`src/rtl/gpio_console_capture.sv`:
```
// Console capture: edge-detects the GPIO3 character strobe into a FIFO drained over
// valid/ready, and latches the GPIO4 exit code, raising done once all output has drained.
module gpio_console_capture #(
   parameter  int unsigned DEPTH  = 16,
   localparam int unsigned ADDR_W = $clog2(DEPTH)
) (
   input  logic              clk,
   input  logic              rst,
   input  logic [7:0]        char_data,
   input  logic              char_update,
   input  logic [7:0]        exit_data,
   input  logic              exit_update,
   output logic [7:0]        out_data,
   output logic              out_valid,
   input  logic              out_ready,
   output logic [ADDR_W:0]   fill_level,
   output logic              overflow,
   output logic [7:0]        drop_count,
   output logic [7:0]        exit_code,
   output logic              done
);

   localparam int unsigned FILL_W   = ADDR_W + 1;
   localparam logic [FILL_W-1:0] FULL_LVL = FILL_W'(DEPTH);

   typedef enum logic [1:0] {
      S_IDLE    = 2'd0,
      S_PENDING = 2'd1,
      S_DONE    = 2'd2
   } exit_state_t;

   logic              r_char_upd_q;
   logic              r_exit_upd_q;
   logic [7:0]        r_mem [DEPTH];
   logic [ADDR_W-1:0] r_wr_ptr;
   logic [ADDR_W-1:0] r_rd_ptr;
   logic [FILL_W-1:0] r_fill;
   logic              r_out_valid;
   logic [7:0]        r_out_data;
   logic              r_overflow;
   logic [7:0]        r_drop_count;
   logic [7:0]        r_exit_code;
   logic              r_done;
   exit_state_t       r_state;

   logic              w_char_rise;
   logic              w_exit_rise;
   logic              w_pop;
   logic              w_full;
   logic              w_push;
   logic              w_drop;
   logic [ADDR_W-1:0] w_rd_ptr_nxt;
   logic [FILL_W-1:0] w_fill_nxt;
   logic [7:0]        w_head_nxt;
   exit_state_t       w_next_state;
   logic              w_exit_load;

   assign w_char_rise = char_update & ~r_char_upd_q;
   assign w_exit_rise = exit_update & ~r_exit_upd_q;
   assign w_pop       = r_out_valid & out_ready;
   assign w_full      = (r_fill == FULL_LVL);
   // A pop in the same cycle frees a slot, so a full FIFO still accepts the byte.
   assign w_push      = w_char_rise & (~w_full | w_pop);
   assign w_drop      = w_char_rise & w_full & ~w_pop;

   assign w_rd_ptr_nxt = w_pop ? (r_rd_ptr + ADDR_W'(1)) : r_rd_ptr;

   always_comb begin
      w_fill_nxt = r_fill;
      case ({w_push, w_pop})
         2'b10:   w_fill_nxt = r_fill + FILL_W'(1);
         2'b01:   w_fill_nxt = r_fill - FILL_W'(1);
         default: w_fill_nxt = r_fill;
      endcase
   end

   // Registered head: a byte landing on the next read slot is forwarded from the input.
   always_comb begin
      w_head_nxt = r_mem[w_rd_ptr_nxt];
      if (w_push && (r_wr_ptr == w_rd_ptr_nxt)) begin
         w_head_nxt = char_data;
      end
   end

   always_ff @(posedge clk) begin
      if (w_push) begin
         r_mem[r_wr_ptr] <= char_data;
      end
   end

   always_ff @(posedge clk) begin
      if (rst) begin
         r_char_upd_q <= 1'b1;
         r_exit_upd_q <= 1'b1;
         r_wr_ptr     <= '0;
         r_rd_ptr     <= '0;
         r_fill       <= '0;
         r_out_valid  <= 1'b0;
         r_out_data   <= '0;
         r_overflow   <= 1'b0;
         r_drop_count <= '0;
      end else begin
         r_char_upd_q <= char_update;
         r_exit_upd_q <= exit_update;
         r_rd_ptr     <= w_rd_ptr_nxt;
         r_fill       <= w_fill_nxt;
         r_out_valid  <= (w_fill_nxt != '0);
         r_out_data   <= w_head_nxt;
         if (w_push) begin
            r_wr_ptr <= r_wr_ptr + ADDR_W'(1);
         end
         if (w_drop) begin
            r_overflow <= 1'b1;
            if (r_drop_count != 8'hFF) begin
               r_drop_count <= r_drop_count + 8'd1;
            end
         end
      end
   end

   // Exit sequencing: state register.
   always_ff @(posedge clk) begin
      if (rst) begin
         r_state     <= S_IDLE;
         r_exit_code <= '0;
         r_done      <= 1'b0;
      end else begin
         r_state <= w_next_state;
         r_done  <= (w_next_state == S_DONE);
         if (w_exit_load) begin
            r_exit_code <= exit_data;
         end
      end
   end

   // Exit sequencing: a byte pushed this cycle keeps PENDING alive until it drains.
   always_comb begin
      w_next_state = r_state;
      w_exit_load  = 1'b0;
      case (r_state)
         S_IDLE: begin
            if (w_exit_rise) begin
               w_exit_load  = 1'b1;
               w_next_state = S_PENDING;
            end
         end
         S_PENDING: begin
            if ((r_fill == '0) && !w_char_rise) begin
               w_next_state = S_DONE;
            end
         end
         S_DONE:  w_next_state = S_DONE;
         default: w_next_state = S_IDLE;
      endcase
   end

   assign out_data   = r_out_data;
   assign out_valid  = r_out_valid;
   assign fill_level = r_fill;
   assign overflow   = r_overflow;
   assign drop_count = r_drop_count;
   assign exit_code  = r_exit_code;
   assign done       = r_done;

endmodule

```
`config.mk`:
```
export PLATFORM = sky130hd
export DESIGN_NAME = gpio_console_capture
export DESIGN_NICKNAME = d
export VERILOG_FILES = /design/src/rtl/gpio_console_capture.sv
export SDC_FILE = /design/constraint.sdc
export NUM_CORES = 1
export LEC_CHECK = 0
export ABC_AREA = 1
export ABC_CLOCK_PERIOD_IN_PS = 1700
export CAP_MARGIN = 10
export CORE_MARGIN = 3
export CORE_UTILIZATION = 30
export DETAILED_ROUTE_END_ITERATION = 10
export PLACE_DENSITY = 0.54
export SLEW_MARGIN = 5
export SYNTH_ARGS = -nofsm -noshare
export SYNTH_HDL_FRONTEND = slang
export SYNTH_SLANG_ARGS = --single-unit
```
`constraint.sdc`:
```
create_clock -name clk -period 1.7 [get_ports clk]
set_clock_uncertainty 0.1 [all_clocks]
set_input_delay 0.34 -clock clk [delete_from_list [all_inputs] [get_ports clk]]
set_output_delay 0.34 -clock clk [all_outputs]
set_load 0.05 [all_outputs]
```
==> results_dict.tcl, run 1 <==
set metrics [dict create \
    global_route.peak_usage_layer "met2" \
    category_of_the_most_critical_setup_path "reg -> reg" \
    pin_count_of_the_biggest_net_entering_global_routing 26 \
    power.static_leakage_nw 4.47 \
    fin_hold_ws_ns 0.249 \
    post_cts_hold_buffer_count 0 \
    status "finished with violations" \
    start_kind "flip-flop" \
    syn_area_per_cell_sq_um 9.59 \
    die-width_um 166 \
    regToRegSetupSlack_ns -0.23 \
    dieHeight_um 166 \
    overflow_after_grt 0 \
    finalSetupViolCount 10 \
    worstMarginPinSlew_ns 0.510 \
    worstPathMaxFanout 6 \
    timing.critical_path.slowest_cell_delay_ns 0.33 \
    final_util 0.427 \
    layout-drive-gt1-share 0.296 \
    hold_class "in -> reg" \
    failed_checks "setup timing" \
    end_kind "flip-flop" \
    fin_crit_sh 1.13 \
    unique_masters_post_synth 32 \
    routed_antenna_nets 0 \
    flip_flop_and_latch_count_after_synthesis 172 \
    synth_fp_nets 833 \
    grt_pass1_wl_um 30700 \
    nets 985 \
    number_of_buffer_cells_added_on_primary_ports 52 \
    critPathTopFamily "simple AND/OR/NAND/NOR gates" \
    layout-area-overhead-vs-synth_pct 39.8 \
    cts-root-buf "clkbuf_16" \
    yosys_warnings 0 \
    path_cells "ha_4 > o21ai_4 > inv_2 > buf_12 > buf_4 > nand2_1 > nand3_1 > nand3_2 > nand2_2 > nor2_1 > nor2_1" \
    final.min_clock_period_ns 1.93 \
    drv_cap 0 \
    detailedPlace.worstSlack_ns -0.803 \
    fp-row-count 58 \
    netlist_area_sq_um 7720 \
    clk_pin_slew_worst_paths_ns 0.07 \
    track_usage 0.142 \
    numCtsBuffers 17 \
    timing.critical_path.required_ns 1.92 \
    max_clock_freq_ghz 0.519 \
    groute.layer.met1.usage 0.197 \
    met2_usage 0.227 \
    crit_arrival_ns 2.15 \
    drc_marker_count_from_the_first_detailed_route_iteration 348 \
    grt_antenna_before_repair 0 \
    layout.cells.non_filler 1300 \
    maxSlewHeadroom 0.659 \
    die_area_sq_um 27700 \
    drt_wl_total_um 19900 \
    worstSkewPairLatency_ns 0.42 \
    placed_instances 1257 \
    max-vdd-ir-drop_uv 765 \
    grt_pass1_vias 5481 \
    clock_tree_from_tritoncts "built" \
    effective_utilization_at_floorplan 0.306 \
    setup_ws_ns -0.228 \
    dp.final_hpwl_um 13900 \
    boundaryPins 53 \
    grt_setup_unrepaired "yes" \
    fin_setup_tns_ns -1.46 \
    first_pass_iters 5 \
    core-area_sq_um 25300 \
    antenna_cells_inserted 0 \
    tritoncts_num_sinks 172 \
    finalWeightedCongestion 0.835 \
    grt.met3_usage 0.0325 \
    p_per_area_nw_per_um2 1240 \
    final_max_slew_viol_count 0 \
    drc 0 \
    crit_buf_inv 3 \
    clock_tree.htree_level_count 4 \
    routed_wire_length_per_instance_um 15.3 \
    synth_sequential_area_ratio 0.612 \
    final_hold_viol_count 0 \
    cp_slowest_cell "dfxtp_2" \
    routed_via_count_divided_by_cell_count 4.48 \
    route.vias.total 5821 \
    critical_path.most_common_cell "nor2_1" \
    postSynthCellCount 805 \
    clock_tree.buffer_depth 2 \
]
-- metrics by stage --
stage	instance area (sq um)	power, mW
CTS	10600	13.3
floorplan	7960	7.51
global route	10800	14.1
finish	10800	13.4
global placement	9800	9.18
detailed placement	9800	9.19
-- synthesized netlist by cell type (all sizes together) --
cell | instances | area [sq um]
o21ai | 17 | 100
inv | 96 | 360
clkbuf | 4 | 15.0
nand3 | 74 | 380
nor4 | 1 | 21.3
nand3b | 16 | 120
a21oi | 24 | 120
a31oi | 2 | 12.5
o211ai | 16 | 160
nor3 | 1 | 5.00
o21bai | 1 | 7.51
ha | 7 | 87.6
clkinv | 1 | 3.75
xor2 | 2 | 17.5
edfxtp | 128 | 3840
dfxtp | 44 | 881
buf | 25 | 200
nand2 | 243 | 942
nor2 | 93 | 369
xnor2 | 4 | 35.0
nand4 | 6 | 37.5
-- layout make-up --
type	instances	area, sq um
Fill cell	2420	14500
Inverter	97	383
Multi-Input combinational cell	507	2850
Clock inverter	12	154
Tap cell	330	413
Timing Repair Buffer	162	1810
Sequential cell	172	4750
Clock buffer	20	437
-- worst paths after layout --
kind                                      to        start  cells past startpoint
worst max register to register   out_data[5]  r_rd_ptr[1]                     11
worst min-delay path            r_char_upd_q  char_update                      3
worst min register to register      overflow     overflow                      2
worst max-delay path             out_data[5]  r_rd_ptr[1]                     11
-- worst register-to-register path, delay by kind of cell, from the launching register on --
kind	cells	cell delay [ns]
AOI/OAI and AO/OA	1	0.26
adders and majority gates	1	0.24
buffers and inverters	3	0.39
DFF	1	0.33
and+or+nand+nor	6	0.50
-- flip-flops by register name, summed over array words and instances, names as in the netlist --
signal	flops
r_mem	128
drop_count	8
exit_code	8
out_data	8
fill_level	5
r_rd_ptr	4
r_wr_ptr	4
r_state	2
done	1
out_valid	1
overflow	1
r_char_upd_q	1
r_exit_upd_q	1
-- power breakdown --
| part | switching, mW | internal, mW | total, mW | leakage [nW] |
|---|---|---|---|---|
| Sequential | 0.153 | 4.68 | 4.84 | 1.52 |
| Clock | 1.66 | 2.21 | 3.87 | 0.283 |
| Combinational | 2.72 | 1.99 | 4.70 | 2.67 |
-- logic make-up (layout without fill, tap and decap cells) --
group           after synthesis  count (layout)  synth area share
compound gates               60              60            0.0519
xor+xnor                      6               6           0.00681
fa+ha+maj                     7               7            0.0113
buf+inv                     126             291            0.0750
flops                       172             172             0.612
simple gates                434             434             0.243
-- routing by layer --
layer	share of wire	wire length, um
met5	0	0
met4	0.012	243
met3	0.045	897
met2	0.48	9490
met1	0.47	9260
-- repair_timing --
action,in CTS,in global routing
buffers inserted,7,4
gates cloned,0,0
pin swaps,14,33
endpoints found under the setup margin,142,149
gates resized for setup,30,47
-- cell usage in the layout (no fill, tap or decap), types with 18 or more instances in the layout --
master,netlist,final
nand2_1,237,214
edfxtp_1,128,128
buf_4,5,94
inv_1,90,84
nor2_1,89,66
nand3_1,72,54
buf_12,0,41
dfxtp_1,44,31
nor2_4,2,22
a21oi_1,24,22
nand3_2,2,18
clkdlybuf4s50_1,0,18
No activity file was read; power rests on OpenSTA's default activity.
==> run 2: changes to the inputs <==
- RECOVER_POWER: default -> 50
==> results_dict.tcl, run 2 (synthesis gave the netlist of run 1 again) <==
set metrics [dict create \
    worstMarginPinSlew_ns 1.02 \
    category_of_the_most_critical_setup_path "reg -> reg" \
    effective_utilization_at_floorplan 0.306 \
    grt_antenna_before_repair 0 \
    pin_count_of_the_biggest_net_entering_global_routing 26 \
    post_cts_hold_buffer_count 0 \
    max_clock_freq_ghz 0.516 \
    final.min_clock_period_ns 1.94 \
    seqPwrFrac 0.362 \
    drv_cap 0 \
    timing.critical_path.required_ns 1.92 \
    tritoncts_num_sinks 172 \
    worstPathMaxFanout 6 \
    status "finished with violations" \
    final_util 0.424 \
    dp.final_hpwl_um 13900 \
    top_register "r_mem" \
    routed_antenna_nets 0 \
    layout_commonest_cell "nand2_1" \
    first_pass_iters 4 \
    detailedPlace.worstSlack_ns -0.803 \
    crit_arrival_ns 2.16 \
    combinationalPowerShare 0.349 \
    setup_ws_ns -0.238 \
    start_kind "flip-flop" \
    final_max_slew_viol_count 0 \
    clk_pin_slew_worst_paths_ns 0.07 \
    postPlaceCellArea_sq_um 9800 \
    layout-drive-gt1-share 0.279 \
    worstSkewPairLatency_ns 0.42 \
    mostFrequentLayoutCells "nand2_1, edfxtp_1, inv_1" \
    max-vdd-ir-drop_uv 735 \
    core-area_sq_um 25300 \
    routed_wire_length_per_instance_um 15.3 \
    final_hold_viol_count 0 \
    netSwitchingFraction 0.338 \
    largest_reg_flops 128 \
    share_clk_of_total_power 0.290 \
    drt_wl_total_um 19900 \
    crit_buf_inv 3 \
    regToRegSetupSlack_ns -0.24 \
    end_kind "flip-flop" \
    number_of_buffer_cells_added_on_primary_ports 52 \
    finish.instance_area_sq_um 10700 \
    clock_tree.buffer_depth 2 \
    critical_path.most_common_cell "nor2_1" \
    net-switching-power_mw 4.51 \
    antenna_cells_inserted 0 \
    critical_path.endpoint "out_data[5]" \
    route.vias.total 5818 \
    tot_pwr_mw 13.4 \
    numCtsBuffers 17 \
    clock_tree.htree_level_count 4 \
    drc_marker_count_from_the_first_detailed_route_iteration 362 \
    track_usage 0.142 \
    nets 985 \
    timing.critical_path.slowest_cell_delay_ns 0.33 \
    maxSlewHeadroom 0.322 \
    routed_via_count_divided_by_cell_count 4.48 \
    grt_pass1_wl_um 30700 \
    fin_setup_tns_ns -9.38 \
    die_area_sq_um 27700 \
    failed_checks "setup timing" \
    cp_slowest_cell "dfxtp_2" \
    hold_class "in -> reg" \
    layout-area-overhead-vs-synth_pct 38.8 \
    dieHeight_um 166 \
    overflow_after_grt 0 \
    boundaryPins 53 \
    grt_setup_unrepaired "yes" \
    critPathTopFamily "simple AND/OR/NAND/NOR gates" \
    p_per_area_nw_per_um2 1250 \
    finalSetupViolCount 138 \
    reg2regPathDepth 11 \
    internal_power_mw 8.84 \
    cts-root-buf "clkbuf_16" \
    crit_cells 11 \
    fin_crit_sh 1.14 \
    die-width_um 166 \
    path_cells "ha_4 > o21ai_4 > inv_2 > buf_12 > buf_4 > nand2_1 > nand3_1 > nand3_2 > nand2_2 > nor2_1 > nor2_1" \
    startpoint "r_rd_ptr[1]" \
    finalWeightedCongestion 0.835 \
    worst_r2r_startpoint "r_rd_ptr[1]" \
    drc 0 \
    clock_tree_from_tritoncts "built" \
    fp-row-count 58 \
    power.static_leakage_nw 4.41 \
    grt_pass1_vias 5481 \
    rr_endpoint "out_data[5]" \
]
[run 2: cell count changes in the layout (fill, tap and decap cells not counted), sizes merged]
cell	before	now
buf	142	121
clkbuf	20	41
clkdlybuf4s50	18	9
dlygate4sd3	0	9
[run 2: cell type report]
| cell class | instances | area (sq um) |
|---|---|---|
| inverter | 97 | 383 |
| clock inverter | 12 | 154 |
| sequential | 172 | 4750 |
| timing repair buffer | 162 | 1740 |
| multi-input combinational | 507 | 2830 |
| fill | 2442 | 14500 |
| tap | 330 | 413 |
| clock buffer | 20 | 437 |
[run 2: worst register-to-register path, stage by stage, from the launching register on]
cell	delay (ns)
dfxtp_2	0.33
ha_4	0.24
o21ai_4	0.26
inv_2	0.09
buf_12	0.15
buf_4	0.15
nand2_1	0.06
nand3_1	0.12
nand3_2	0.12
nand2_2	0.08
nor2_1	0.09
nor2_1	0.04
[run 2: metal layers]
metal	global-route usage	vias up	wire length, um
met5	0	-	0
met4	0.0359	0	251
met3	0.0325	18	984
met2	0.227	117	9440
met1	0.197	2740	9220
li1	-	2943	-
[run 2: worst min-delay path by stage]
stage	startpoint	endpoint	slack, ns	cells past startpoint
2_1_floorplan	char_update	r_char_upd_q	0.34	2
3_3_place_gp	overflow	overflow	0.34	2
3_5_place_dp	overflow	overflow	0.35	2
4_1_cts	char_update	r_char_upd_q	0.20	3
5_1_grt	char_update	r_char_upd_q	0.27	3
6_report	char_update	r_char_upd_q	0.25	3
[run 2: timing repair]
item	in CTS	in global routing
endpoints found under the hold margin	0	0
gates resized for setup	30	47
setup buffers	7	4
setup endpoints to repair	142	149
pin swaps	14	33
cloned	0	0
[run 2: through the flow]
| stage | instances | hold WS [ns] |
|---|---|---|
| after global placement | 1257 | 0.345 |
| after global routing | 1300 | 0.269 |
| after CTS | 1296 | 0.196 |
| after floorplan | 805 | 0.336 |
| after detailed placement | 1257 | 0.352 |
| final | 1300 | 0.247 |
[run 2: power groups by stage]
stage / clock network [mW] / logic, mW / registers [mW]
2_1_floorplan: 0 / 2.21 / 5.30
3_3_place_gp: 0 / 4.28 / 4.91
3_5_place_dp: 0 / 4.29 / 4.90
4_1_cts: 3.97 / 4.48 / 4.82
5_1_grt: 4.11 / 5.09 / 4.85
6_report: 3.87 / 4.66 / 4.83
